==> src/rtl/bus_arbiter_pkg.sv <==
// Shared encodings, bus payload type and round-robin helper for the external bus arbiter.
package bus_arbiter_pkg;

  localparam int unsigned ADR_W  = 64;
  localparam int unsigned DAT_W  = 16;
  localparam int unsigned SIZE_W = 2;

  localparam logic [SIZE_W-1:0] SZ_NONE = 2'b00;
  localparam logic [SIZE_W-1:0] SZ_BYTE = 2'b01;
  localparam logic [SIZE_W-1:0] SZ_HALF = 2'b10;
  localparam logic [SIZE_W-1:0] SZ_ILL  = 2'b11;

  localparam logic [1:0] OWN_NONE = 2'b00;
  localparam logic [1:0] OWN_F    = 2'b01;
  localparam logic [1:0] OWN_L    = 2'b10;

  // FSM states share the owner encoding so the grant is the state itself
  localparam logic [1:0] ST_IDLE  = OWN_NONE;
  localparam logic [1:0] ST_OWN_F = OWN_F;
  localparam logic [1:0] ST_OWN_L = OWN_L;

  typedef struct packed {
    logic [ADR_W-1:0]  adr;
    logic [SIZE_W-1:0] size;
    logic              we;
    logic [DAT_W-1:0]  dat;
  } bus_req_t;

  // On a tie the requester that did not own the bus last wins
  function automatic logic [1:0] arbitrate(input logic f_req, input logic l_req,
                                           input logic last_l);
    if (f_req && l_req) return last_l ? OWN_F : OWN_L;
    if (l_req) return OWN_L;
    if (f_req) return OWN_F;
    return OWN_NONE;
  endfunction

endpackage

==> src/rtl/bus_arbiter_watchdog.sv <==
// Counts consecutive non-acked owned cycles and pulses err when the limit is reached.
module bus_watchdog #(
  parameter int unsigned TO_W     = 8,
  parameter int unsigned TO_LIMIT = 255
) (
  input  logic clk_i,
  input  logic reset_i,
  input  logic active,
  input  logic ack,
  input  logic clear,
  output logic err
);

  localparam logic [TO_W-1:0] LIMIT = TO_W'(TO_LIMIT);

  logic [TO_W-1:0] wd;
  logic            hit;

  // A limit of zero disables the watchdog entirely
  assign hit = (TO_LIMIT != 0) && active && (wd == LIMIT);
  assign err = hit && !ack;

  // Clearing on hit keeps the counter from ever running past the limit
  always_ff @(posedge clk_i) begin
    if (reset_i) begin
      wd <= '0;
    end else if (!active || clear || ack || hit || (TO_LIMIT == 0)) begin
      wd <= '0;
    end else begin
      wd <= wd + TO_W'(1);
    end
  end

endmodule

==> src/rtl/bus_arbiter.sv <==
// Two-requester external bus arbiter: round-robin on ties, atomic hold while size
// is nonzero, zero-turnaround handoff and a per-owner timeout watchdog.
module bus_arbiter
  import bus_arbiter_pkg::*;
#(
  parameter int unsigned TO_W     = 8,
  parameter int unsigned TO_LIMIT = 255
) (
  input  logic               clk_i,
  input  logic               reset_i,
  input  logic [ADR_W-1:0]   f_adr_i,
  input  logic [SIZE_W-1:0]  f_size_i,
  output logic               f_ack_o,
  output logic               f_err_o,
  input  logic [ADR_W-1:0]   l_adr_i,
  input  logic [SIZE_W-1:0]  l_size_i,
  input  logic               l_we_i,
  input  logic [DAT_W-1:0]   l_dat_i,
  output logic               l_ack_o,
  output logic               l_err_o,
  output logic [ADR_W-1:0]   adr_o,
  output logic [SIZE_W-1:0]  size_o,
  output logic               we_o,
  output logic [DAT_W-1:0]   dat_o,
  input  logic               ack_i,
  output logic [1:0]         gnt_o
);

  logic [1:0] state, state_nxt;
  logic       last_l, last_l_nxt;
  logic       f_req, l_req;
  logic       releasing;
  logic       owned;
  logic       illegal;
  logic       wd_err;
  bus_req_t   sel;

  assign f_req = (f_size_i != SZ_NONE);
  assign l_req = (l_size_i != SZ_NONE);
  assign owned = (state != ST_IDLE);

  always_ff @(posedge clk_i) begin
    if (reset_i) begin
      state  <= ST_IDLE;
      last_l <= 1'b0;
    end else begin
      state  <= state_nxt;
      last_l <= last_l_nxt;
    end
  end

  // Arbitrate from IDLE or at release; otherwise the owner keeps the bus
  always_comb begin
    state_nxt  = state;
    last_l_nxt = last_l;
    releasing  = 1'b0;
    case (state)
      ST_IDLE: state_nxt = arbitrate(f_req, l_req, last_l);
      ST_OWN_F: begin
        if (!f_req) begin
          releasing  = 1'b1;
          last_l_nxt = 1'b0;
          state_nxt  = arbitrate(1'b0, l_req, 1'b0);
        end
      end
      ST_OWN_L: begin
        if (!l_req) begin
          releasing  = 1'b1;
          last_l_nxt = 1'b1;
          state_nxt  = arbitrate(f_req, 1'b0, 1'b1);
        end
      end
      default: state_nxt = ST_IDLE;
    endcase
  end

  bus_watchdog #(
    .TO_W     (TO_W),
    .TO_LIMIT (TO_LIMIT)
  ) u_watchdog (
    .clk_i   (clk_i),
    .reset_i (reset_i),
    .active  (owned),
    .ack     (ack_i),
    .clear   (releasing),
    .err     (wd_err)
  );

  // Route the owner's cycle out and the external ack back; reset forces all quiet
  always_comb begin
    sel     = '0;
    adr_o   = '0;
    size_o  = SZ_NONE;
    we_o    = 1'b0;
    dat_o   = '0;
    f_ack_o = 1'b0;
    l_ack_o = 1'b0;
    f_err_o = 1'b0;
    l_err_o = 1'b0;
    gnt_o   = OWN_NONE;
    case (state)
      ST_OWN_F: sel = '{adr: f_adr_i, size: f_size_i, we: 1'b0, dat: DAT_W'(0)};
      ST_OWN_L: sel = '{adr: l_adr_i, size: l_size_i, we: l_we_i, dat: l_dat_i};
      default:  sel = '0;
    endcase
    illegal = (sel.size == SZ_ILL);
    if (!reset_i) begin
      adr_o   = sel.adr;
      size_o  = illegal ? SZ_NONE : sel.size;
      we_o    = sel.we;
      dat_o   = sel.dat;
      f_ack_o = (state == ST_OWN_F) && ack_i && !illegal;
      l_ack_o = (state == ST_OWN_L) && ack_i && !illegal;
      f_err_o = (state == ST_OWN_F) && wd_err;
      l_err_o = (state == ST_OWN_L) && wd_err;
      gnt_o   = state;
    end
  end

endmodule

==> config.mk <==
export PLATFORM = sky130hd
export DESIGN_NAME = bus_arbiter
export DESIGN_NICKNAME = d
export VERILOG_FILES = /design/src/rtl/bus_arbiter_pkg.sv /design/src/rtl/bus_arbiter_watchdog.sv /design/src/rtl/bus_arbiter.sv
export SDC_FILE = /design/constraint.sdc
export NUM_CORES = 1
export LEC_CHECK = 0
export ABC_AREA = 1
export CORE_AREA = 2 2 93 95
export DETAILED_ROUTE_END_ITERATION = 16
export DIE_AREA = 0 0 95 97
export PLACE_DENSITY_LB_ADDON = 0.12
export SKIP_LAST_GASP = 1
export SLEW_MARGIN = 10
export SYNTH_ARGS = -nofsm -noshare
export SYNTH_HDL_FRONTEND = slang
export SYNTH_SLANG_ARGS = --single-unit
==> constraint.sdc <==
create_clock -name clk_i -period 2.55 [get_ports clk_i]
set_input_delay 0.255 -clock clk_i [delete_from_list [all_inputs] [get_ports clk_i]]
set_output_delay 0.255 -clock clk_i [all_outputs]
set_load 0.1 [all_outputs]
=== Word level (Yosys, flattened, before mapping) ===
Index checks and enable logic that the tools add are counted.

* Register bits: 11
* Input port bits: 152
* Output and inout bits: 89
* Word-level logic and storage cells: 77

* $add $sub $neg: 1
* Equality and inequality tests: 6
* Mux-type cells: 44
* Reductions and logical operators: 23

{| class="wikitable"
|+ Operators by type and width
! operator !! count
|-
| $pmux 83 s2 || 1
|-
| $mux 64 || 1
|-
| $mux 2 || 16
|-
| $mux 1 || 22
|-
| $mux 16 || 1
|-
| $logic_and 1x1->1 || 9
|-
| $add 8x1->8 const B || 1
|-
| $eq 8x8->1 const B || 1
|-
| $reduce_bool 2->1 || 4
|-
| $pmux 2 s3 || 1
|-
| $eq 2x2->1 const B || 2
|-
| $ne 2x2->1 const B || 2
|-
| $pmux 1 s2 || 2
|-
| $logic_not 1->1 || 3
|-
| $logic_or 1x1->1 || 3
|-
| $reduce_and 3->1 || 1
|-
| $eq 2x1->1 const B || 1
|-
| $logic_not 2->1 || 1
|-
| $reduce_and 2->1 || 1
|-
| $reduce_or 2->1 || 1
|}

=== Logic depth before layout (Yosys ltp) ===
Gate-level depths: netlist (run 1).

* Depth after elaboration: 13
* Depth in mapped cells: 7
* Mapped depth without buffers: 7

=== Hierarchy ===
Synthesis (run 1) repeated with hierarchy kept, for this count alone.

* Cells, all modules: 371
* Area total of the unflattened synthesis: 2063.2 um^2

{| class="wikitable"
|+ By module, submodules not included
! module !! instances !! cells an instance !! area an instance (um^2) !! seq. area each (um^2)
|-
| bus_arbiter || 1 || 315 || 1629.1 || 60.1
|-
| bus_watchdog || 1 || 56 || 434.2 || 160.2
|}

=== Least setup slack after synthesis (run 1) ===
OpenSTA, ideal clock, no wires.

* Path kind: register to output
* From: register state[1]
* To: output size_o[0]
* Data arrival time: 3.187 ns
* Data required time: 2.295 ns
* Path slack: -0.892 ns
* Cell stages (with the launch flop): 6
* Path buffers: 1
* Cells stage by stage: dfxtp_1 > inv_1 > ha_1 > nand2_1 > buf_4 > nor3b_1

* Longest elaborated chain between the ends: 5
* Elaborated cells on any way between the ends: 6
* Those cells by class: 3 x eq/ne; 3 x mux

{| class="wikitable"
|+ Ends and longest elaborated chain
! element !! RTL line !! text
|-
| from (decl) || bus_arbiter.sv:29 || <nowiki>logic [1:0] state, state_nxt;</nowiki>
|-
| from (signal assigned) || bus_arbiter.sv:47 || <nowiki>state <= state_nxt;</nowiki>
|-
| $eq 2x2->1 / $eq 2x1->1 (equally long branches) || bus_arbiter.sv:101 || <nowiki>case (state)</nowiki>
|-
| $pmux 83 s2 * || bus_arbiter.sv:101 ||
|-
| $eq 2x2->1 || bus_arbiter.sv:106 || <nowiki>illegal = (sel.size == SZ_ILL);</nowiki>
|-
| $mux 2 * || bus_arbiter.sv:109 || <nowiki>size_o = illegal ? SZ_NONE : sel.size;</nowiki>
|-
| $mux 2 * || bus_arbiter.sv:107 || <nowiki>if (!reset_i) begin</nowiki>
|-
| to (decl) || bus_arbiter.sv:22 || <nowiki>output logic [SIZE_W-1:0] size_o,</nowiki>
|}

Every way passes the cells marked *; elsewhere a longest branch is shown, timed or not.

=== Worst setup path after layout (run 1) ===
* From: register state[0]
* To: output adr_o[33]

* Longest elaborated chain between the ends: 3
* Elaborated cells on any way between the ends: 4
* Those cells by class: 2 x eq/ne; 2 x mux

{| class="wikitable"
|+ Ends and longest elaborated chain
! element !! RTL line !! text
|-
| $eq 2x2->1 / $eq 2x1->1 (equally long branches) || bus_arbiter.sv:101 ||
|-
| $pmux 83 s2 * || bus_arbiter.sv:101 ||
|-
| $mux 64 * || bus_arbiter.sv:107 ||
|-
| to (decl) || bus_arbiter.sv:21 || <nowiki>output logic [ADR_W-1:0] adr_o,</nowiki>
|}

Marks and branches as above.

==> results of run 1 <==
## final timing paths
| check | slack, ps | startpoint | endpoint | cells past startpoint |
|---|---|---|---|---|
| min reg2reg | 450 | u_watchdog.wd[0] | u_watchdog.wd[0] | 1 |
| min | 450 | u_watchdog.wd[0] | u_watchdog.wd[0] | 1 |
| max | 290 | state[0] | adr_o[33] | 6 |
| max reg2reg | 830 | state[0] | last_l | 8 |
## placed cells by master, fill, tap and decap left out
cell type,n
nand4_1,2
buf_4,7
clkbuf_1,1
ha_1,4
xor2_1,3
nor3_1,1
inv_1,9
nand3_2,1
nor2_2,1
nand2_1,170
o21ai_1,4
ha_2,2
a21oi_2,50
clkdlybuf4s50_1,151
o21ai_0,2
xnor2_1,2
inv_2,7
dfxtp_1,11
nor3_2,1
a21oi_1,16
buf_12,90
nand3_1,8
clkbuf_8,3
nand2_4,1
nor3b_2,1
nor2_1,37
o21ai_2,1
## cell families after synthesis
| group | Yosys count |
|---|---|
| xor+xnor | 5 |
| fa+ha+maj | 6 |
| buf+inv | 41 |
| simple gates | 223 |
| flops | 11 |
| compound gates | 73 |
## critical path, delay by kind of cell (launching register included)
kind / cells / cell delay [ps]
adders and majority gates: 1 / 370
AOI/OAI and AO/OA: 1 / 160
and+or+nand+nor: 1 / 90
DFF: 1 / 350
buffers and inverters: 3 / 780
## final cells by class
| type | count | area (µm²) | share of cell area [%] |
|---|---|---|---|
| tap | 105 | 131 | 2.44 |
| inverter | 16 | 60.1 | 1.11 |
| sequential | 11 | 220 | 4.09 |
| timing repair buffer | 248 | 3370 | 62.5 |
| multi-input combinational | 307 | 1570 | 29.1 |
| clock buffer | 4 | 45.0 | 0.836 |
## where the power goes
part | internal (W) | switching [W] | total, W
logic | 0.00127 | 0.00261 | 0.00388
registers | 0.000198 | 0.0000236 | 0.000222
clock network | 0.000109 | 0.0000605 | 0.000170
total | 0.00157 | 0.00270 | 0.00427
## sequential cells by signal (all words and copies together), names as in the netlist
signal,count
u_watchdog.wd,8
state,2
last_l,1
## cell usage after synthesis
master / number / area, µm²
a21oi_1: 26 / 130
a21oi_2: 40 / 350
buf_2: 9 / 45.0
buf_4: 9 / 67.6
buf_6: 5 / 56.3
clkbuf_1: 2 / 7.51
dfxtp_1: 11 / 220
ha_1: 6 / 75.1
inv_1: 9 / 33.8
inv_2: 7 / 26.3
nand2_1: 171 / 642
nand3_1: 8 / 40.0
nand3_2: 1 / 10.0
nand4_1: 2 / 12.5
nor2_1: 37 / 139
nor2_2: 1 / 6.26
nor3_1: 2 / 10.0
nor3b_1: 1 / 7.51
o21ai_0: 2 / 10.0
o21ai_1: 4 / 20.0
o21ai_2: 1 / 8.76
xnor2_1: 2 / 17.5
xor2_1: 3 / 26.3
## through the flow
stage	hold slack, ps	setup TNS (ps)	util (%)
2_1_floorplan	418	-3320	-
3_3_place_gp	428	0	65.7
3_5_place_dp	440	0	65.7
4_1_cts	451	0	66.2
5_1_grt	496	0	66.2
6_report	446	0	66.2
## routing by layer
layer | wire length, µm | global-route usage, %
met5 | 0 | 0
met4 | 186 | 3.90
met3 | 1050 | 6.39
met2 | 5430 | 39.9
met1 | 4200 | 27.5
==> run_results.csv, run 1 <==
group,metric,value,unit
cts,cts_tree,"built",
logic_synthesis,syn_area,1960,µm²
routing,drcViolationCount,0,
layout,final_area,5390,µm²
routing,first_iter_violations,118,
global_route,grt-ovfl-total,0,
cts,path_clk_slew,50,ps
job,maxCapViolCount,0,
pwr,ir_drop,0.517,mV
routing,vias_per_cell,4.50,
floorplanning,ioPinCount,241,
cts,cts-root-buf,"clkbuf_8",
sta,finClkSkew,1.16,ps
logic_synthesis,synth_area_per_cell,5.46,µm²
cts,cts_resized,0,
setup_path,critPathLaunchType,"register",
placement,dp_cells,687,
setup_path,cp_data_required_time,2300,ps
cts,cts_buffer_depth,2,
layout,finalNetCount,745,
setup_path,arrival,2000,ps
routing,detail_route.wirelength,10900,µm
sta,fmax,443,MHz
placement,dp_slack,544,ps
logic_synthesis,synth_top_family_by_area,"simple AND/OR/NAND/NOR gates",
routing,detail-route-antenna-nets,0,
logic_synthesis,syn-num-nets,517,
placement,place_area,5340,µm²
pwr,leakage,1.92,nW
setup_path,path_cells,"inv_1 -> ha_1 -> nand2_4 -> buf_4 -> a21oi_1 -> buf_12",
layout,final_layout_size_suffix_gt1_share,28.2,%
logic_synthesis,synth_simple_gate_area_share,44.2,%
cts,postCtsHoldBufs,0,
logic_synthesis,yosys_warnings,0,
setup_path,crit_path_end_kind,"primary output",
global_route,grt_max_degree,42,
placement,place_hpwl,9060,µm
cts,clk_latency,230,ps
hold_path,hp-class,"reg2reg",
floorplanning,die_area,9220,µm²
cts,post-cts-setup-buffers,0,
logic_synthesis,syn-instance-count,359,
setup_path,critPathMaxStageDelay,460,ps
setup_path,crit_type,"reg2out",
floorplanning,core_area,8130,µm²
sta,rsz0062_at_grt,"false",
setup_path,cp_slowest_cell,"buf_4",
setup_path,crit_fanout,37,
layout,area_growth,175,%
global_route,antenna_found_initial,0,
global_route,grt_use_total,22.7,%
cts,htree_levels,1,
run_status,outcome,"completed",
pwr,power.total,0.00427,W
logic_synthesis,synth.distinct_cells,23,
sta,timing.final.crit_share,88.6,%
global_route,grt_pass1_wl,16600,µm
routing,vias,3111,
pwr,p_per_area,792,nW/µm²
layout,insertedDiodeCount,0,
floorplanning,fp-row-count,33,
routing,drtPass1Iterations,5,
sta,hold_violations,0,
sta,worst_pin_slew,550,ps
logic_synthesis,synth-adder-area-share,3.83,%
sta,min_period,2260,ps
logic_synthesis,ys_ff_latch,11,
floorplanning,initial_utilization,24.1,%
placement,io_buffers,240,
cts,numCtsBuffers,3,
routing,wire_per_inst,15.7,µm
global_route,grt_pass1_vias,2989,
placement,gp_routability_congestion,0.872,
layout,fillerInstances,647,
sta,maxSlewViolCount,0,
layout,fin_cells,691,
cts,cts_sinks,11,
logic_synthesis,ys_seq_area_share,11.2,%
floorplanning,dieWidth,95,µm
logic_synthesis,synth_xor_xnor_area_share,2.23,%
logic_synthesis,synth_compound_area_share,26.5,%
sta,fin_ws,290,ps
floorplanning,die_y,97,µm
sta,setup_viol,0,
sta,relSlewSlack,63.3,%
logic_synthesis,synth.mux.area_fraction,0,%
(Power assumes the default switching activity.)
==> run 2: changes to the inputs <==
--- a/config.mk
+++ b/config.mk
@@ -7,6 +7,7 @@
 export LEC_CHECK = 0
 export ABC_AREA = 1
 export CORE_AREA = 2 2 93 95
+export CTS_BUF_LIST = sky130_fd_sc_hd__clkbuf_8
 export DETAILED_ROUTE_END_ITERATION = 16
 export DIE_AREA = 0 0 95 97
 export PLACE_DENSITY_LB_ADDON = 0.12
==> run_results.csv, run 2 (synthesized netlist as in run 1, its figures left out) <==
group,metric,value,unit
setup_path,cp_slowest_cell,"buf_4",
pwr,leakage,1.92,nW
global_route,grt_use_total,22.7,%
floorplanning,die_area,9220,µm²
setup_path,critPathMaxStageDelay,460,ps
routing,wire_per_inst,15.7,µm
sta,worst_pin_slew,550,ps
global_route,grt_pass1_vias,2989,
floorplanning,dieWidth,95,µm
sta,finClkSkew,0.749,ps
sta,fin_hold_ws,447,ps
layout,finalNetCount,745,
cts,htree_levels,1,
global_route,antenna_found_initial,0,
setup_path,crit_path_end_kind,"primary output",
setup_path,critPathLaunchType,"register",
setup_path,arrival,2000,ps
setup_path,r2r_slack,830,ps
pwr,p_sw_share,63.2,%
layout,layout_common_cells,"170 x nand2_1, 151 x clkdlybuf4s50_1, 90 x buf_12, 50 x a21oi_2, 37 x nor2_1",
setup_path,crit_type,"reg2out",
layout,largest_reg_flops,8,
placement,dp_slack,544,ps
cts,cts_resized,0,
placement,io_buffers,240,
pwr,p_int,0.00157,W
cts,post-cts-setup-buffers,0,
cts,cts_buffer_depth,2,
hold_path,hp-class,"reg2reg",
pwr,p_clk_share,3.9,%
sta,min_period,2260,ps
layout,final_util,66.2,%
cts,cts_tree,"built",
routing,vias,3112,
sta,maxSlewViolCount,0,
pwr,power_frac_seq,5.2,%
routing,drcViolationCount,0,
layout,largest_register,"u_watchdog.wd",
job,maxCapViolCount,0,
pwr,combPwrFrac,90.9,%
sta,timing.final.crit_share,88.6,%
sta,hold_violations,0,
layout,final_common_cell,"nand2_1",
cts,clk_latency,230,ps
placement,place_hpwl,9060,µm
floorplanning,core_area,8130,µm²
floorplanning,ioPinCount,241,
layout,insertedDiodeCount,0,
layout,final_layout_size_suffix_gt1_share,28.2,%
global_route,grt_max_degree,42,
setup_path,path_delay_family,"buffers and inverters",
placement,gp_routability_congestion,0.872,
setup_path,worst-path-buf-inv,3,
layout,reg_top3,"u_watchdog.wd x8, state x2, last_l x1",
pwr,p_sw,0.00270,W
global_route,grt_pass1_wl,16600,µm
pwr,p_per_area,792,nW/µm²
routing,detail_route.wirelength,10900,µm
floorplanning,fp-row-count,33,
cts,cts_sinks,11,
sta,fin_ws,290,ps
cts,cts-root-buf,"clkbuf_8",
global_route,grt-ovfl-total,0,
setup_path,cp_data_required_time,2300,ps
sta,rsz0062_at_grt,"false",
cts,path_clk_slew,50,ps
cts,numCtsBuffers,3,
sta,relSlewSlack,63.3,%
sta,setup_tns,0,ps
routing,drtPass1Iterations,5,
layout,area_growth,175,%
floorplanning,initial_utilization,24.1,%
cts,postCtsHoldBufs,0,
setup_path,crit_fanout,37,
run_status,outcome,"completed",
setup_path,path_cells,"inv_1 -> ha_1 -> nand2_4 -> buf_4 -> a21oi_1 -> buf_12",
floorplanning,die_y,97,µm
routing,detail-route-antenna-nets,0,
routing,first_iter_violations,118,
sta,fmax,443,MHz
pwr,ir_drop,0.519,mV
sta,setup_viol,0,
routing,vias_per_cell,4.50,
## run 2: changes by cell type in the layout (fill, tap and decap cells not counted), sizes merged
| cell | change |
|---|---|
| clkbuf | -1 |
| inv | +1 |
## run 2: layout make-up
| type | count | area, µm² |
|---|---|---|
| repair buffers | 248 | 3370 |
| fillers | 647 | 2750 |
| multi-input cells | 307 | 1570 |
| flip-flops and latches | 11 | 220 |
| well taps | 105 | 131 |
| inverters | 16 | 60.1 |
| clock buffers | 3 | 41.3 |
| clock inverters | 1 | 3.75 |
## run 2: power groups by stage
| stage | Combinational [W] | Clock [W] | Sequential, W |
|---|---|---|---|
| after floorplan | 0.00258 | 0 | 0.000217 |
| after global placement | 0.00386 | 0 | 0.000223 |
| after detailed placement | 0.00389 | 0 | 0.000225 |
| after CTS | 0.00390 | 0.000171 | 0.000221 |
| after global routing | 0.00408 | 0.000189 | 0.000226 |
| final | 0.00388 | 0.000166 | 0.000222 |
## run 2: worst paths after layout
kind,startpoint,to,depth (start not counted)
min reg2reg,u_watchdog.wd[0],u_watchdog.wd[0],1
min,u_watchdog.wd[0],u_watchdog.wd[0],1
max reg2reg,state[0],last_l,8
max,state[0],adr_o[33],6
## run 2: stage by stage
| step | cell area, µm² | std cells | power (W) |
|---|---|---|---|
| floorplan | 2010 | 359 | 0.00280 |
| global placement | 5340 | 687 | 0.00409 |
| detailed placement | 5340 | 687 | 0.00412 |
| CTS | 5390 | 691 | 0.00429 |
| global route | 5390 | 691 | 0.00450 |
| finish | 5390 | 691 | 0.00427 |
## run 2: routing by layer
layer	part of all wire [%]	track usage, %	up-vias	routed length, µm
met5	0	0	-	0
met4	1.7	3.90	0	182
met3	9.2	6.39	14	1010
met2	50	39.9	142	5430
met1	39	27.5	1370	4250
li1	-	-	1586	-
